### src/rtl/mem_fifo_ctrl.sv
// mem_fifo_ctrl: valid/ready FIFO controller for an external 2R/1W combinational-read memory macro
module mem_fifo_ctrl #(
    parameter int depth    = 16,
    parameter int addrbits = 4,
    parameter int width    = 8
) (
    input  logic                clock,
    input  logic                reset,
    input  logic                io_inValid,
    output logic                io_inReady,
    input  logic [width-1:0]    io_inData,
    output logic                io_outValid,
    input  logic                io_outReady,
    output logic [width-1:0]    io_outData,
    input  logic [addrbits-1:0] io_peekIdx,
    output logic [width-1:0]    io_peekData,
    output logic                io_peekValid,
    input  logic                io_flush,
    output logic [addrbits:0]   io_count,
    output logic                io_overflow,
    output logic                io_underflow,
    output logic                mem_write_en,
    output logic                mem_write_mask,
    output logic [addrbits-1:0] mem_write_addr,
    output logic [width-1:0]    mem_write_data,
    output logic                mem_read_en0,
    output logic                mem_read_en1,
    output logic [addrbits-1:0] mem_read_addr0,
    output logic [addrbits-1:0] mem_read_addr1,
    input  logic [width-1:0]    mem_read_data0,
    input  logic [width-1:0]    mem_read_data1
);
    localparam logic [addrbits:0] depth_cnt = (addrbits + 1)'(depth);
    logic [addrbits-1:0] wr_ptr, rd_ptr;
    logic [addrbits:0] count;
    logic full, empty, push, pop;
    // Flags, handshakes and memory port drive; read port 0 tracks the head, port 1 the peek slot
    always_comb begin
        full           = count == depth_cnt;
        empty          = count == '0;
        push           = io_inValid & ~full & ~io_flush;
        pop            = ~empty & io_outReady & ~io_flush;
        io_inReady     = ~full;
        io_outValid    = ~empty;
        io_outData     = mem_read_data0;
        io_peekData    = mem_read_data1;
        io_peekValid   = {1'b0, io_peekIdx} < count;
        io_count       = count;
        mem_write_en   = push;
        mem_write_mask = 1'b1;
        mem_write_addr = wr_ptr;
        mem_write_data = io_inData;
        mem_read_en0   = 1'b1;
        mem_read_en1   = 1'b1;
        mem_read_addr0 = rd_ptr;
        mem_read_addr1 = rd_ptr + io_peekIdx;
    end
    // Pointer, occupancy and sticky error state; reset beats flush, flush beats transfers
    always_ff @(posedge clock) begin
        if (reset) begin
            wr_ptr       <= '0;
            rd_ptr       <= '0;
            count        <= '0;
            io_overflow  <= 1'b0;
            io_underflow <= 1'b0;
        end else begin
            wr_ptr       <= io_flush ? '0 : wr_ptr + addrbits'(push);
            rd_ptr       <= io_flush ? '0 : rd_ptr + addrbits'(pop);
            count        <= io_flush ? '0 : count + (addrbits + 1)'(push) - (addrbits + 1)'(pop);
            io_overflow  <= io_overflow | (io_inValid & full & ~io_flush);
            io_underflow <= io_underflow | (io_outReady & empty & ~io_flush);
        end
    end
endmodule

### config.mk
export PLATFORM = sky130hd
export DESIGN_NAME = mem_fifo_ctrl
export DESIGN_NICKNAME = d
export VERILOG_FILES = /design/src/rtl/mem_fifo_ctrl.sv
export SDC_FILE = /design/constraint.sdc
export NUM_CORES = 1
export LEC_CHECK = 0
export ABC_AREA = 0
export CAP_MARGIN = 20
export CORE_ASPECT_RATIO = 1.4
export CORE_MARGIN = 1.5
export CORE_UTILIZATION = 34
export DETAILED_ROUTE_END_ITERATION = 7
export GPL_TIMING_DRIVEN = 1
export PLACE_DENSITY = 0.8
export SYNTH_ARGS = -nofsm -noshare
export SYNTH_HDL_FRONTEND = slang
export SYNTH_SLANG_ARGS = --single-unit
### constraint.sdc
create_clock -name clock -period 3.52 [get_ports clock]
set_clock_uncertainty 0.2 [all_clocks]
set_input_delay 0.88 -clock clock [delete_from_list [all_inputs] [get_ports clock]]
set_output_delay 0.88 -clock clock [all_outputs]
set_load 0.01 [all_outputs]
==> results.tsv <==
metric	value	unit
outcome	finished clean	
hpwl dp	1780	µm
layout cells sized above 1	11.3	%
Core Rows	24	
grt total ovfl	0	
#FFs+latches synth	15	
Vias per Instance	4.63	
Static Leakage	0.624	nW
largest net degree at the start of global routing	10	
WL met3	162	µm
CP endpoint kind	output port	
sequential share of the synthesized area	26.2	%
WL met1	850	µm
crit path max fanout	3	
GRT Resource Usage Total	13.4	%
Worst VDD drop	0.288	mV
maxcap violations	0	
cell area after synthesis	1140	µm²
H-tree Lvls	1	
Clock Tree Root	clkbuf_8	
CTS hold repair buffers	0	
ant diodes	0	
total negative slack	0	ns
Initial Util	36.3	%
TritonRoute pass-1 iters	4	
vias in the first global route	856	
Inserted Clock Buffers	3	
CP Launch Type	primary input	
Setup violations, final	0	
Post-DRT Antenna Nets	0	
CORE AREA	3150	µm²
cells after synthesis	127	
Synth Warn #	0	
pwr dens	349	nW/µm²
clock sink count	15	
CTS Buffer Depth	2	
Placer Congestion	0.662	
fin util	43.6	%
area grow syn2layout	20.0	%
DRC	0	
worst-skew pair later-pin latency	0.25	ns
DIE WIDTH	52.0	µm
Worst Setup Path Type	primary input to output port	
Total Wirelength	2280	µm
DR WL met2	1190	µm
Die ar.	3730	µm²
vias	834	
CTS tree	done	
Wirelength per Cell	12.7	µm
final net count	193	
Buffers on Ports	31	
worst min-delay path class	register to register	
r2r setup slk	0.63	ns
CP arrival	2.33	ns
die height	71.7	µm
hold_ws	0.296	ns
fin crit period	3.41	ns
top routing layer in use	met4	
fmax	293	MHz
first-pass GRT wire length	3730	µm
Detailed Route Iter0 Violations	14	
Critical Path RT	2.44	ns
distinct cell type count after synthesis	30	
final-report hold violation count	0	
max-slew violations	0	
fill count	313	
Mean Syn Cell Area	9.01	µm²
Top Ports	83	
PnR Total Power	480	µW
unrepaired setup endpoints after global routing	no	
CTS clock-pin slew for the worst setup and hold paths	0.06	ns
period utilization	97.0	%
initial antenna violation count	0	
-- cell usage after synthesis --
cell type  number  area share, %
ha_1           16             17
nor4b_2         1            1.3
o2111ai_1       1           0.77
or2_1           1           0.55
fa_1            2            3.5
nand3_1         2           0.87
a21bo_1         1           0.87
a21o_1          2            1.3
dfxtp_1        15             26
or3_1           1           0.55
and2b_2         1           0.77
a31oi_1         1           0.55
nor2b_1         1           0.55
nor3b_1         1           0.66
and2_1          6            3.3
xnor2_1         6            4.6
nor2_1         11            3.6
and4bb_2        1            1.1
and3_1          1           0.55
buf_4          27             18
nor2_2          1           0.55
conb_1          1           0.33
o31ai_1         1           0.66
buf_6           1           0.98
inv_1          14            4.6
o21ai_0         2           0.87
xor2_1          3            2.3
a21oi_1         4            1.7
mux2i_1         1           0.87
nand2_1         1           0.33
-- power by group --
part / internal [mW] / switching, mW
combinational: 0.0810 / 0.0684
sequential: 0.179 / 0.00983
clock: 0.0785 / 0.0634
total: 0.338 / 0.142
-- cell type report --
cell class              instances  area, µm²  area share (%)
multi-input cells              72        588            42.8
repair buffers                 36        338            24.6
flip-flops and latches         15        300            21.9
inverters                      14       52.6            3.83
well taps                      39       48.8            3.55
clock buffers                   3       41.3            3.01
clock inverters                 1       5.00           0.364
-- per-layer routing --
| metal | up-vias | global-route usage [%] |
|---|---|---|
| li1 | 407 | - |
| met1 | 380 | 13.7 |
| met2 | 37 | 23.6 |
| met3 | 10 | 3.54 |
| met4 | 0 | 8.19 |
| met5 | - | 0 |
-- cells by family (layout without fill, tap and decap cells) --
kind of cell	after synthesis	in the layout	share of synthesized area [%]
compound gates	12	12	6.78
mux	1	1	0.874
simple gates	29	29	14.6
xor+xnor	9	9	6.89
flops	15	15	26.2
fa+ha+maj	18	18	21.0
other cells	1	3	0.328
buf+inv	42	54	23.3
-- flip-flops by register name, summed over array words and instances, names as in the netlist --
signal and cells:
mem_read_addr0 4, io_overflow 1, io_count 5, mem_write_addr 4, io_underflow 1
-- metrics by stage --
| step | cells | setup slack, ns | area [µm²] |
|---|---|---|---|
| 2_1_floorplan | 129 | 0.496 | 1150 |
| 3_3_place_gp | 175 | -0.230 | 1330 |
| 3_5_place_dp | 175 | -0.321 | 1330 |
| 4_1_cts | 179 | 0.0123 | 1370 |
| 5_1_grt | 180 | 0.00132 | 1370 |
| 6_report | 180 | 0.107 | 1370 |
-- critical path, stage by stage --
cell	delay (ns)
clkdlybuf4s50_1	0.52
inv_1	0.08
fa_1	0.54
inv_1	0.04
dlygate4sd2_1	0.27
-- worst paths after layout --
kind	start	end	cells past startpoint
setup / recovery	io_peekIdx[1]	mem_read_addr1[1]	5
hold / removal	io_overflow	io_overflow	2
setup reg to reg	io_count[2]	io_count[4]	12
hold reg to reg	io_overflow	io_overflow	2
-- placed cells by master, fill, tap and decap left out, types with 2 or more instances in the layout --
cell,instances
a21oi_1,4
buf_4,5
xor2_1,3
xnor2_1,6
clkdlybuf4s50_1,26
and2_1,6
o21ai_0,2
clkbuf_8,3
fa_1,2
dfxtp_1,15
nand3_1,2
inv_1,14
nor2_1,11
dlygate4sd2_1,2
a21o_1,2
ha_1,15
conb_1,3
-- repair_timing --
item                                    in CTS  in global routing
buffers inserted                             0                  1
resized for setup                            6                  5
hold endpoints to repair                     0                  0
endpoints found under the setup margin       4                  3
pin swaps                                    1                  1
No activity file was read; power rests on OpenSTA's default activity.
